==> config.mk <==
export PLATFORM = sky130hd
export DESIGN_NAME = instr_fetch_ctrl
export DESIGN_NICKNAME = d
export VERILOG_FILES = /design/src/rtl/instr_fetch_ctrl.sv
export SDC_FILE = /design/constraint.sdc
export NUM_CORES = 1
export LEC_CHECK = 0
export ABC_AREA = 1
export CAP_MARGIN = 20
export CORE_UTILIZATION = 47
export CTS_CLUSTER_DIAMETER = 200
export DETAILED_ROUTE_END_ITERATION = 10
export GPL_TIMING_DRIVEN = 0
export PLACE_DENSITY = 0.93
export SYNTH_ARGS = -nofsm -noshare
export SYNTH_HDL_FRONTEND = slang
export SYNTH_SLANG_ARGS = --single-unit
==> constraint.sdc <==
create_clock -name clk -period 2.1 [get_ports clk]
set_clock_uncertainty 0.15 [all_clocks]
set_input_delay 0.21 -clock clk [delete_from_list [all_inputs] [get_ports clk]]
set_output_delay 0.21 -clock clk [all_outputs]
set_load 0.005 [all_outputs]
==> src/rtl/instr_fetch_ctrl.sv <==
// Fetch controller between the PC register and IF/ID: issues imem reads, absorbs wait states, stalls and redirects.
// Optional fetch/bubble performance counters are built when FETCH_PERF_EN is defined.
module instr_fetch_ctrl #(
   parameter logic [31:0] RESET_VECTOR = 32'h0000_0000,
   parameter logic [31:0] EXC_VECTOR   = 32'h0000_0180
) (
   input  logic        clk,
   input  logic        rst,
   input  logic [31:0] PC_CUR,
   output logic [31:0] PC_NEXT,
   output logic        IMEM_REQ,
   output logic [31:0] IMEM_ADDR,
   input  logic        IMEM_ACK,
   input  logic [31:0] IMEM_RDATA,
   input  logic        STALL,
   input  logic        BRANCH_TAKEN,
   input  logic [31:0] BRANCH_TARGET,
   input  logic        JUMP,
   input  logic [31:0] JUMP_TARGET,
   input  logic        EXC,
   output logic [31:0] IF_ID_INSTR,
   output logic [31:0] IF_ID_PC4,
   output logic        IF_ID_VALID,
   output logic [31:0] FETCH_COUNT,
   output logic [31:0] BUBBLE_COUNT
);

   typedef enum logic [1:0] {S_BOOT, S_WAIT, S_HOLD, S_DRAIN} state_t;

   state_t      state_q, state_d;
   logic        req_q, req_d;
   logic [31:0] addr_q, addr_d;
   logic [31:0] instr_q, instr_d;
   logic [31:0] pc4_q, pc4_d;
   logic        valid_q, valid_d;
   logic [31:0] skid_q, skid_d;

   logic        redir;
   logic [31:0] redir_raw, redir_tgt, addr_inc;

   assign redir     = EXC | JUMP | BRANCH_TAKEN;
   assign redir_raw = EXC ? EXC_VECTOR : (JUMP ? JUMP_TARGET : BRANCH_TARGET);
   assign redir_tgt = redir_raw & 32'hFFFF_FFFC;
   assign addr_inc  = addr_q + 32'd4;

   // The PC register reloads every cycle, so the default is to feed PC_CUR back.
   always_comb begin
      state_d = state_q;
      req_d   = req_q;
      addr_d  = addr_q;
      instr_d = instr_q;
      pc4_d   = pc4_q;
      valid_d = valid_q;
      skid_d  = skid_q;
      PC_NEXT = PC_CUR;
      case (state_q)
         S_BOOT: begin
            PC_NEXT = RESET_VECTOR;
            req_d   = 1'b1;
            addr_d  = RESET_VECTOR;
            state_d = S_WAIT;
         end
         S_WAIT: begin
            if (redir) begin
               PC_NEXT = redir_tgt;
               instr_d = '0;
               pc4_d   = '0;
               valid_d = 1'b0;
               // Without an ACK the read is still in flight and must be drained first.
               if (IMEM_ACK) addr_d = redir_tgt;
               else          state_d = S_DRAIN;
            end else if (IMEM_ACK && !STALL) begin
               instr_d = IMEM_RDATA;
               pc4_d   = addr_inc;
               valid_d = 1'b1;
               PC_NEXT = addr_inc;
               addr_d  = addr_inc;
            end else if (IMEM_ACK) begin
               skid_d  = IMEM_RDATA;
               req_d   = 1'b0;
               state_d = S_HOLD;
            end else if (!STALL) begin
               valid_d = 1'b0;
            end
         end
         S_HOLD: begin
            if (redir) begin
               PC_NEXT = redir_tgt;
               instr_d = '0;
               pc4_d   = '0;
               valid_d = 1'b0;
               addr_d  = redir_tgt;
               req_d   = 1'b1;
               state_d = S_WAIT;
            end else if (!STALL) begin
               instr_d = skid_q;
               pc4_d   = addr_inc;
               valid_d = 1'b1;
               PC_NEXT = addr_inc;
               addr_d  = addr_inc;
               req_d   = 1'b1;
               state_d = S_WAIT;
            end
         end
         S_DRAIN: begin
            valid_d = 1'b0;
            if (redir) begin
               PC_NEXT = redir_tgt;
               instr_d = '0;
               pc4_d   = '0;
               if (IMEM_ACK) begin
                  addr_d  = redir_tgt;
                  state_d = S_WAIT;
               end
            end else if (IMEM_ACK) begin
               addr_d  = PC_CUR;
               state_d = S_WAIT;
            end
         end
         default: state_d = S_BOOT;
      endcase
   end

   always_ff @(posedge clk) begin
      if (rst) begin
         state_q <= S_BOOT;
         req_q   <= 1'b0;
         addr_q  <= '0;
         instr_q <= '0;
         pc4_q   <= '0;
         valid_q <= 1'b0;
         skid_q  <= '0;
      end else begin
         state_q <= state_d;
         req_q   <= req_d;
         addr_q  <= addr_d;
         instr_q <= instr_d;
         pc4_q   <= pc4_d;
         valid_q <= valid_d;
         skid_q  <= skid_d;
      end
   end

   assign IMEM_REQ    = req_q;
   assign IMEM_ADDR   = addr_q;
   assign IF_ID_INSTR = instr_q;
   assign IF_ID_PC4   = pc4_q;
   assign IF_ID_VALID = valid_q;

`ifdef FETCH_PERF_EN
   logic [31:0] fetch_cnt_q, bubble_cnt_q;
   logic        ifid_ld;

   // IF/ID is written on every non-boot edge except a stall without redirect in WAIT or HOLD.
   assign ifid_ld = (state_q != S_BOOT) &&
                    !(((state_q == S_WAIT) || (state_q == S_HOLD)) && STALL && !redir);

   always_ff @(posedge clk) begin
      if (rst) begin
         fetch_cnt_q  <= '0;
         bubble_cnt_q <= '0;
      end else begin
         if (ifid_ld && valid_d)  fetch_cnt_q  <= fetch_cnt_q + 32'd1;
         if (ifid_ld && !valid_d) bubble_cnt_q <= bubble_cnt_q + 32'd1;
      end
   end

   assign FETCH_COUNT  = fetch_cnt_q;
   assign BUBBLE_COUNT = bubble_cnt_q;
`else
   assign FETCH_COUNT  = '0;
   assign BUBBLE_COUNT = '0;
`endif

endmodule

==> impl_metrics.json, run 1 <==
{
  "outcome": "did not finish",
  "haltStage": "global routing (5_1_grt)",
  "firstError": "[ERROR GRT-0232] Routing congestion too high. Check the congestion heatmap in the GUI.",
  "synth_simple_gate_area_share_pct": 36.4,
  "yosysSeqAreaShare_pct": 26.9,
  "synthTopCellsByArea": "dfxtp_1, nand2_1, a21oi_1",
  "synth.area.mux_share_pct": 0,
  "grt.total_usage_pct": 76.5,
  "cts_htree_levels": 4,
  "synthTopCellsByCount": "nand2_1, a21oi_1, nor2_1",
  "synth-edff-count": 0,
  "port_buffers": 259,
  "async_flop_share_pct": 0,
  "numCtsBuffers": 17,
  "clockBufferDepth": 2,
  "worst_endpoint": "PC_NEXT[7]",
  "synth_top_cell_area_share_pct": 26.9,
  "yosysTopAreaCell": "dfxtp_1",
  "synth_xor_area_share_pct": 1.42,
  "start_util_pct": 48.3,
  "synth.distinct_cells": 39,
  "synth-adder-area-share_pct": 0.127,
  "dp_hpwl_mm": 39.0,
  "synth_cells": 1698,
  "pre_cts_slack_ps": -1510,
  "grt_max_degree": 17,
  "synth_compound_area_share_pct": 20.8,
  "worst-ep-kind": "primary output",
  "syn_area_per_cell_sq_um": 5.79,
  "die-width_um": 147,
  "grt.overflow.total": 11,
  "die_h_um": 147,
  "synth_top_family_by_area": "simple AND/OR/NAND/NOR gates",
  "ys.flop_type": "dfxtp_1",
  "synth_seq_cells": 132,
  "synth.most_common_cell": "nand2_1",
  "syn_area_sq_um": 9840,
  "io_pins": 329,
  "clock-sinks": 132,
  "yosysWarnings": 0,
  "cts-root-buf": "clkbuf_16",
  "rows": 52,
  "postPlaceCellArea_sq_um": 13000,
  "place.gp.congestion": 1.05
}
kinds of logic after synthesis:
logic type	Yosys count
compound gates	375
xor+xnor	16
fa+ha+maj	1
buf+inv	295
flops	132
other cells	1
simple gates	878
repair_timing:
item / CTS
buffers inserted: 173
hold buffers: 0
endpoints found under the setup margin: 137
pin swaps: 108
gates cloned: 0
gates resized for setup: 563
stage by stage:
step,instances,setup TNS [ps]
2_1_floorplan,1761,0
3_3_place_gp,2290,-103370
3_5_place_dp,2290,-110770
4_1_cts,2472,-11960
layer usage:
layer	GRT overflow	global-route usage (%)
met5	0	46.1
met4	4	68.6
met3	1	65.1
met2	6	89.9
met1	0	78.2
==> inputs of run 2 (changes only) <==
--- a/config.mk
+++ b/config.mk
@@ -7,11 +7,10 @@
 export LEC_CHECK = 0
 export ABC_AREA = 1
 export CAP_MARGIN = 20
-export CORE_UTILIZATION = 47
-export CTS_CLUSTER_DIAMETER = 200
+export CORE_UTILIZATION = 40
 export DETAILED_ROUTE_END_ITERATION = 10
 export GPL_TIMING_DRIVEN = 0
-export PLACE_DENSITY = 0.93
+export PLACE_DENSITY_LB_ADDON = 0.15
 export SYNTH_ARGS = -nofsm -noshare
 export SYNTH_HDL_FRONTEND = slang
 export SYNTH_SLANG_ARGS = --single-unit
==> impl_metrics.json, run 2 <==
{
  "outcome": "complete, but fails checks",
  "violations": "negative setup slack",
  "numCtsBuffers": 17,
  "io_pins": 329,
  "rows": 57,
  "drc": 0,
  "final_cell_mix": "nand2_1, clkdlybuf4s50_1, buf_4, a21oi_1, nor2_1",
  "fill_cells": 2049,
  "vias": 14521,
  "yosysTopAreaCell": "dfxtp_1",
  "dp_hpwl_mm": 37.9,
  "cp-start-kind": "register",
  "antenna_cells": 0,
  "r2r_slack_ps": -440,
  "critPathRequiredTime_ps": 1740,
  "critPathCapture": "PC_NEXT[15]",
  "syn_area_sq_um": 9840,
  "synth-edff-count": 0,
  "cts_htree_levels": 4,
  "clk_pin_slew_ps": 80,
  "async_flop_share_pct": 0,
  "synth_top_family_by_area": "simple AND/OR/NAND/NOR gates",
  "grt_pass1_vias": 13157,
  "crit_start": "IMEM_ADDR[2]",
  "place.gp.congestion": 1.04,
  "maxCapViolCount": 0,
  "layout_commonest_cell": "nand2_1",
  "finalHoldViolations": 0,
  "grt_setup_unrepaired": "yes",
  "power_density_nw_per_um2": 482,
  "stdcell_count": 2561,
  "synth_top_cell_area_share_pct": 26.9,
  "start_util_pct": 40.6,
  "setup_slack_ps": -603,
  "grt.overflow.total": 0,
  "placed_cells": 2344,
  "fin_crit_sh_pct": 129,
  "synth_compound_area_share_pct": 20.8,
  "area_growth_syn_to_layout_pct": 74.0,
  "r2r_cells": 15,
  "synth.distinct_cells": 39,
  "drt_wl_total_mm": 55.7,
  "die_h_um": 159,
  "end_kind": "output pin",
  "synth.area.mux_share_pct": 0,
  "synth_simple_gate_area_share_pct": 36.4,
  "dr.pass1.iters": 7,
  "synth_xor_area_share_pct": 1.42,
  "port_buffers": 259,
  "yosysSeqAreaShare_pct": 26.9,
  "syn_area_per_cell_sq_um": 5.79,
  "clockBufferDepth": 2,
  "drive_above_1_share_pct": 30.2,
  "slew_violations": 0,
  "viasPerCell": 5.67,
  "num-nets-final": 2360,
  "setup_viol": 57,
  "grt_pass1_wl_mm": 79.0,
  "yosysWarnings": 0,
  "max_slew.worst_pin.slew_ps": 1030,
  "synthTopCellsByCount": "nand2_1, a21oi_1, nor2_1",
  "ir_drop_v": 0.000519,
  "synth.most_common_cell": "nand2_1",
  "max_freq_mhz": 370,
  "leakage_nw": 7.47,
  "grt.total_usage_pct": 41.6,
  "cts-root-buf": "clkbuf_16",
  "path_class": "register to output pin",
  "path_max_fanout": 4,
  "ys.flop_type": "dfxtp_1",
  "die-area_sq_um": 25200,
  "grt_max_degree": 17,
  "antenna_found_initial": 1,
  "synth-adder-area-share_pct": 0.127,
  "ctsHoldBuffers": 0,
  "routedWlPerCell_um": 21.8,
  "die-width_um": 159,
  "hp-class": "primary input to register",
  "r2r-end": "IF_ID_PC4[20]",
  "fin_hold_ws_ps": 177,
  "core_area_sq_um": 24200,
  "cts_tree": "yes",
  "ant_nets": 0,
  "synthTopCellsByArea": "dfxtp_1, nand2_1, a21oi_1",
  "rr_startpoint": "IMEM_ADDR[2]",
  "clock-sinks": 132,
  "synth_seq_cells": 132,
  "fin_setup_tns_ps": -14850,
  "worstPathArrival_ps": 2340,
  "synth_cells": 1698,
  "worstSkewPairLatency_ps": 440,
  "dr.first_iter.drc_count": 1580,
  "finalWorstPathRequiredPeriod_ps": 2700,
  "maxSlewHeadroom_pct": 31.5
}
==> run 2: worst min path at each step <==
| stage | startpoint | endpoint | slack, ps | cells past startpoint |
|---|---|---|---|---|
| 2_1_floorplan | IMEM_RDATA[26] | skid_q[26] | 210 | 2 |
| 3_3_place_gp | skid_q[24] | skid_q[24] | 300 | 2 |
| 3_5_place_dp | IF_ID_INSTR[10] | IF_ID_INSTR[10] | 300 | 2 |
| 4_1_cts | IMEM_RDATA[12] | skid_q[12] | 180 | 3 |
| 5_1_grt | IMEM_RDATA[4] | skid_q[4] | 200 | 3 |
| 6_report | IMEM_RDATA[12] | skid_q[12] | 180 | 3 |
==> run 2: power by group <==
group	internal [mW]	total [mW]	switching (mW)
clock	1.83	3.32	1.49
combinational	0.991	2.32	1.33
sequential	2.54	2.61	0.0698
==> run 2: repair_timing <==
action / in CTS / in global routing
cloned: 1 / 1
gates resized for setup: 589 / 188
pin swaps: 114 / 96
buffers inserted: 182 / 52
endpoints found under the setup margin: 164 / 118
==> run 2: cell type report <==
class                      count  area, sq um  share of cell area [%]
buffer                       167         1330                    7.78
multi-input combinational   1334         7360                    43.0
inverter                     126          517                    3.02
clock inverter                15          204                    1.19
timing repair buffer         446         4130                    24.1
tap                          324          405                    2.37
clock buffer                  17          425                    2.49
sequential                   132         2750                    16.1
==> run 2: stage by stage <==
step           setup slack [ps]  utilization, %  instance area, sq um  total power, mW
6_report                   -603            70.6                 17100             8.25
5_1_grt                    -607            70.6                 17100             8.45
2_1_floorplan               158               -                 10100             3.57
3_3_place_gp              -1660            53.9                 13100             4.47
4_1_cts                    -491            67.4                 16300             7.99
3_5_place_dp              -1660            53.9                 13100             4.48
==> run 2: cells by family (layout without fill, tap and decap cells) <==
kind of cell / after synthesis / count (layout)
DFF: 132 / 132
xor gates and xnor gates: 16 / 16
other: 1 / 64
buffers and inverters: 295 / 771
adders and majority gates: 1 / 1
AOI/OAI and AO/OA: 375 / 375
and+or+nand+nor: 878 / 878
==> run 2: worst max-delay path, stage by stage, from the launching register on <==
cell and delay [ps]:
dfxtp_4 400, clkinvlp_4 130, nor2_4 200, buf_6 140, nand2_4 60, nor2_4 140, buf_6 160, buf_6 110
xor2_2 160, o21ai_1 80, nand3_1 120, nand2_1 70, buf_2 120
==> run 2: per-layer routing <==
layer | vias up | track usage, % | wire, um
met2 | 1194 | 67.0 | 24500
met5 | - | 0 | 13
li1 | 6437 | - | -
met4 | 2 | 26.0 | 4140
met1 | 6567 | 50.0 | 19700
met3 | 321 | 9.51 | 7320
Power figures use the tool's default switching activity.
